===== config.mk =====
export PLATFORM = sky130hd
export DESIGN_NAME = edge_generator
export DESIGN_NICKNAME = d
export VERILOG_FILES = /design/src/rtl/edge_generator.sv
export SDC_FILE = /design/constraint.sdc
export NUM_CORES = 1
export LEC_CHECK = 0
export BUFFER_PORTS_ARGS = -buffer_cell sky130_fd_sc_hd__buf_2
export CAP_MARGIN = 10
export CORE_AREA = 2 2 39 41
export DETAILED_ROUTE_END_ITERATION = 16
export DIE_AREA = 0 0 41 43
export PLACE_DENSITY = 0.6
export REMOVE_ABC_BUFFERS = 1
export SETUP_SLACK_MARGIN = 0.05
export SYNTH_ARGS = -nofsm -noshare
export SYNTH_HDL_FRONTEND = slang
export SYNTH_SLANG_ARGS = --single-unit

===== constraint.sdc =====
create_clock -name clk -period 2.5 [get_ports clk]
set_input_delay 0.375 -clock clk [delete_from_list [all_inputs] [get_ports clk]]
set_output_delay 0.375 -clock clk [all_outputs]
set_load 0.05 [all_outputs]

===== src/rtl/edge_generator.sv =====
// Request-driven edge generator: each accepted request produces one window with
// HIGH_CYCLES high and LOW_CYCLES low. Requests that arrive while a window runs are queued.
module edge_generator #(
    parameter int HIGH_CYCLES = 2,
    parameter int LOW_CYCLES  = 2,
    parameter int CNT_W       = 3
) (
    input  logic             clk,
    input  logic             rst_n,
    input  logic             pulse_in,
    input  logic             clr_ovf,
    output logic             sig_out,
    output logic             busy,
    output logic [CNT_W-1:0] pending,
    output logic             overflow,
    output logic             done
);

    localparam int TMAX  = (HIGH_CYCLES > LOW_CYCLES) ? HIGH_CYCLES : LOW_CYCLES;
    localparam int TMR_W = (TMAX > 1) ? $clog2(TMAX) : 1;

    localparam logic [CNT_W-1:0] PMAX      = '1;
    localparam logic [TMR_W-1:0] HIGH_LOAD = TMR_W'(HIGH_CYCLES - 1);
    localparam logic [TMR_W-1:0] LOW_LOAD  = TMR_W'(LOW_CYCLES - 1);

    typedef enum logic [1:0] {
        IDLE = 2'd0,
        HIGH = 2'd1,
        LOW  = 2'd2
    } state_t;

    state_t           state, state_next;
    logic [TMR_W-1:0] timer, timer_next;
    logic [CNT_W-1:0] pending_next;
    logic             ovf_next;
    logic             sig_next;
    logic             done_next;

    logic start_slot;
    logic start;
    logic from_pend;
    logic bypass;
    logic accept;
    logic drop;

    // Saturating queue-depth update; neither wraps past PMAX nor goes below zero.
    function automatic logic [CNT_W-1:0] pend_update(input logic [CNT_W-1:0] cur,
                                                     input logic inc,
                                                     input logic dec);
        if (inc && !dec && cur != PMAX)
            return cur + CNT_W'(1);
        if (dec && !inc && cur != '0)
            return cur - CNT_W'(1);
        return cur;
    endfunction

    // A new window may only begin from IDLE or on the final LOW cycle.
    assign start_slot = (state == IDLE) || (state == LOW && timer == '0);
    assign start      = start_slot && (pending != '0 || pulse_in);
    assign from_pend  = start && (pending != '0);
    assign bypass     = start && !from_pend;
    assign accept     = pulse_in && !bypass && (pending != PMAX || from_pend);
    assign drop       = pulse_in && !bypass && !accept;

    assign busy = (state != IDLE);

    always_comb begin
        state_next = state;
        timer_next = timer;
        done_next  = 1'b0;
        case (state)
            IDLE: begin
                if (start) begin
                    state_next = HIGH;
                    timer_next = HIGH_LOAD;
                end
            end
            HIGH: begin
                if (timer == '0) begin
                    state_next = LOW;
                    timer_next = LOW_LOAD;
                end else begin
                    timer_next = timer - TMR_W'(1);
                end
            end
            LOW: begin
                if (timer == '0) begin
                    done_next = 1'b1;
                    if (start) begin
                        state_next = HIGH;
                        timer_next = HIGH_LOAD;
                    end else begin
                        state_next = IDLE;
                        timer_next = '0;
                    end
                end else begin
                    timer_next = timer - TMR_W'(1);
                end
            end
            default: begin
                state_next = IDLE;
                timer_next = '0;
            end
        endcase
        sig_next     = (state_next == HIGH);
        pending_next = pend_update(pending, accept, from_pend);
        // A drop in the same cycle as a clear keeps the flag set.
        ovf_next     = drop | (overflow & ~clr_ovf);
    end

    always_ff @(posedge clk or negedge rst_n) begin
        if (!rst_n) begin
            state    <= IDLE;
            timer    <= '0;
            pending  <= '0;
            overflow <= 1'b0;
            sig_out  <= 1'b0;
            done     <= 1'b0;
        end else begin
            state    <= state_next;
            timer    <= timer_next;
            pending  <= pending_next;
            overflow <= ovf_next;
            sig_out  <= sig_next;
            done     <= done_next;
        end
    end

endmodule


# Word level (Yosys, flattened, before mapping)
# Cells that the tools add are included.
# word_totals
output_inout_bits	7
in_bits	4
ff_bits	9
wordCells	58
# op_classes
n_mux	19
add_sub_neg	3
eq_ne	5
n_reduce_logical	21
n_bitwise	4
# ops
operator	count
3-bit 2-to-1 mux	4
1-bit logical AND	11
1-bit 2-to-1 mux	10
2-bit 2-to-1 mux	3
2-bit case mux with 3 select lines	1
2-bit by 1-bit equality test with 1-bit output (second input constant)	2
2-bit nonzero test	2
3-bit by 1-bit adder with 3-bit output (second input constant)	1
1-bit zero test	3
1-bit logical OR	3
3-bit != test (second input constant)	1
1-bit case mux with 3 select lines	1
3-bit nonzero test	1
3-bit by 1-bit subtractor with 3-bit output (second input constant)	1
2-bit equality test (second input constant)	1
2-bit zero test	1
2-bit != test (second input constant)	1
1-bit inverter	2
1-bit AND	1
1-bit bitwise OR	1
1-bit subtractor (second input constant)	1

# Logic depth before layout (Yosys ltp)
# depth
ltp_word	17
depth_mapped	5
depth_no_buf	5

# Worst setup path after synthesis
# Ideal clock, no wire load.
# synth_path
path_kind	register -> register
start	reg pending[0]
end	reg pending[2]
required_ns	2.374
synth_period_minus_slack_ns	1.746
t_arrival_ns	1.620
n_path_buf	0
path_slack_ns	0.754
stages_incl_launch_ff	6
cell_sequence	dfrtp_1 ha_1 ha_1 nand2b_1 or3_1 o311a_1
# synth_via
elab_chain_len	15
elab_cells_between_ends	26
# synth_rtl
element	line_no	text
start, declared	14	output logic [CNT_W-1:0] pending,
start signal, assigned	122	pending <= pending_next;
3-bit nonzero test	52, 59, 60	
1-bit logical OR	59	assign start = start_slot && (pending != '0 || pulse_in);
1-bit logical AND	59	
1-bit logical AND	60	assign from_pend = start && (pending != '0);
1-bit zero test	50, 61	
1-bit logical AND	61	assign bypass = start && !from_pend;
1-bit zero test	62	assign accept = pulse_in && !bypass && (pending != PMAX || from_pend);
1-bit logical AND (2 in series)	62	
1-bit zero test	52	if (dec && !inc && cur != '0)
1-bit logical AND (2 in series)	52	
3-bit 2-to-1 mux or 1-bit 2-to-1 mux (tied branches)	52	
3-bit 2-to-1 mux or 1-bit 2-to-1 mux (tied branches)	54, 52	
3-bit 2-to-1 mux or 2-bit nonzero test (tied branches)	n/a	
# Several ways; a longest one is shown, not always the timed one. The select of a mux whose other input is x is not followed.
# A chain may end at the register's enable or synchronous reset.

# Worst setup path after layout
# layout_path
start	reg state[0]
end	out busy
# layout_via
elab_chain_len	1
# layout_rtl
element	line_no	text
start, declared	32	state_t state, state_next;
start signal, assigned	120	state <= state_next;
2-bit nonzero test	65	assign busy = (state != IDLE);
end, declared	13	output logic busy,
# Every way passes these cells.

==> metrics.md <==
| Metric | Value |
|---|---|
| Status | finished clean |
| Layout net count | 70 |
| Worst-Skew Late Latency | 0.26 ns |
| Cts bufs inserted | 3 |
| # H-tree levels | 1 |
| Max Cap Viol | 0 |
| Yosys top cell area share | 0.444 |
| Placer Congestion | 0.786 |
| TritonCTS clock tree | done |
| Synthesis-to-finish area growth | 17.8% |
| Pre-Repair DR Iteration Count | 4 |
| Diodes inserted | 0 |
| CTS max path bufs | 2 |
| Gate Count Post-Synth | 48 |
| CTS Sinks | 9 |
| Antenna violations before repair | 0 |
| Seq/Total Area, Yosys | 0.444 |
| Antenna viol nets, final | 0 |
| Met2 wire len | 388 um |
| Setup repair after global routing missed its margin | false |
| Crit start category | flop |
| Ys Warns | 0 |
| Layout cells sized above 1 | 0.279 |
| Vias/cell | 5.06 |
| Final TNS setup | 0 ns |
| Buffers on Ports | 10 |
| Final setup viols | 0 |
| Yosys cell types | 22 |
| Slew Viols, Final | 0 |
| Avg Inst Size Synth | 10.6 um^2 |
| Starting Density | 0.366 |
| Synthesized area | 507 um^2 |
| Met3 WL | 26 um |
| Reg clk slew, reported paths | 0.06 ns |
| HPWL after detailed placement | 648 um |
| CP Data Arrival Time | 1.28 ns |
| Critical Path Fanout Max | 9 |
| Final hold violations | 0 |
| Skew final | 0.00271 ns |
| CTS resizes | 0 |
| Relative slew margins | 0.770 |
| First-pass GRT wire length | 1500 um |
| M1 WL | 413 um |
| # DRC | 0 |
| Yosys reg bits | 9 |
| Width of the die | 41 um |
| CTS Root Cell | clkbuf_4 |
| Top cell type by total area after synthesis | dfrtp_1 |
| Row count | 14 |
| Fmax achieved | 604 MHz |
| Gr usage total | 0.131 |
| Vias | 390 |
| Ranking of synthesized cells by area | dfrtp_1 (44%), ha_1 (9.9%), o311a_1 (5.9%), o21ai_0 (4.9%), nand2b_1 (3.7%) |
| Core area | 0.00138 mm^2 |
| Number of global-route vias before repair | 365 |
| Die H | 43 um |
| Commonest non-fill, non-tap cell in the layout | buf_2 |
| 1st-iter DRT viols | 3 |
| Type of the most critical hold path | input pin to flop |
| DR top layer | met4 |
| Critical path class | flop to primary output |
| CP Capture Type | primary output |
| Largest net degree at the start of global routing | 10 |
| Total wire length | 865 um |
| Tightest Pin Transition | 0.345 ns |
| WL/cell | 11.2 um |
| Worst EP required | 2.12 ns |
| Commonest non-fill, non-tap cells in the layout | buf_2 (10), dfrtp_1 (9), o21ai_0 (5) |
| Fill cells | 135 |
| Final Critical Period | 1.65 ns |
| Fin crit share | 0.662 |
| I/O Pins | 11 |
| Die area | 0.00176 mm^2 |
| Grt total ovfl | 0 |
-- routing by layer --
metal | up-vias | global-route usage
li1 | 198 | -
met1 | 178 | 0.170
met2 | 10 | 0.169
met3 | 4 | 0.0157
met4 | 0 | 0.140
met5 | - | 0
-- logic make-up (layout without fill, tap and decap cells) --
group | count (synthesis) | after routing | share of synthesized area
xor gates and xnor gates | 2 | 2 | 0.0346
and+or+nand+nor | 13 | 13 | 0.151
adders and majority gates | 4 | 4 | 0.0988
DFF | 9 | 9 | 0.444
AOI/OAI and AO/OA | 15 | 15 | 0.217
buffers and inverters | 5 | 18 | 0.0543
-- cells in the mapped netlist (all sizes together) --
library cell / number
or2: 1
a2bb2oi: 2
xnor2: 2
and2: 1
inv: 3
nand3b: 1
o311a: 3
and3b: 1
o22ai: 1
buf: 2
a21oi: 3
nand2b: 3
dfrtp: 9
o21ai: 5
or3: 1
a211oi: 1
ha: 4
nand2: 1
nand3: 2
nor2: 2
-- final cells by class --
| class | instances | area, um^2 | area share |
|---|---|---|---|
| Inverter | 3 | 11.3 | 0.0189 |
| Sequential cell | 9 | 225 | 0.377 |
| Clock buffer | 4 | 26.3 | 0.0440 |
| Timing Repair Buffer | 11 | 60.1 | 0.101 |
| Tap cell | 16 | 20.0 | 0.0335 |
| Multi-Input combinational cell | 34 | 254 | 0.426 |
-- registers in the layout, indices dropped and copies added, names as in the netlist --
register / count
done: 1
overflow: 1
pending: 3
sig_out: 1
state: 2
timer: 1
-- what timing repair did --
item | 4_1_cts | 5_1_grt
hold endpoints to repair | 9 | 0
buffers inserted | 0 | 0
hold buffers | 1 | 0
-- stage by stage --
stage	std cells	instance area, um^2	hold WS (ns)	setup slack (ns)	util
after floorplan	46	490	0.0794	0.754	-
after global routing	77	597	0.295	0.768	0.431
final	77	597	0.300	0.845	0.431
after detailed placement	72	561	0.238	0.948	0.405
after global placement	72	561	0.240	0.989	0.405
after CTS	77	597	0.294	0.833	0.431
-- critical path, stage by stage, from the launching register on --
cell	delay, ns
dfrtp_1	0.48
or2_2	0.33
buf_2	0.22
-- worst paths after layout --
path                       startpoint         end  slack, ns  cells after the start
max                          state[0]        busy       0.85                      2
min                           clr_ovf    overflow       0.30                      2
max reg2reg                pending[0]  pending[2]       0.95                      5
min reg2reg                pending[0]  pending[0]       0.53                      1
max in group asynchronous       rst_n  pending[1]       1.83                      2
min in group asynchronous       rst_n    state[1]       0.49                      2
Power is not shown: default switching activity piles up to over one toggle a cycle in this logic, so the estimate is an artifact.
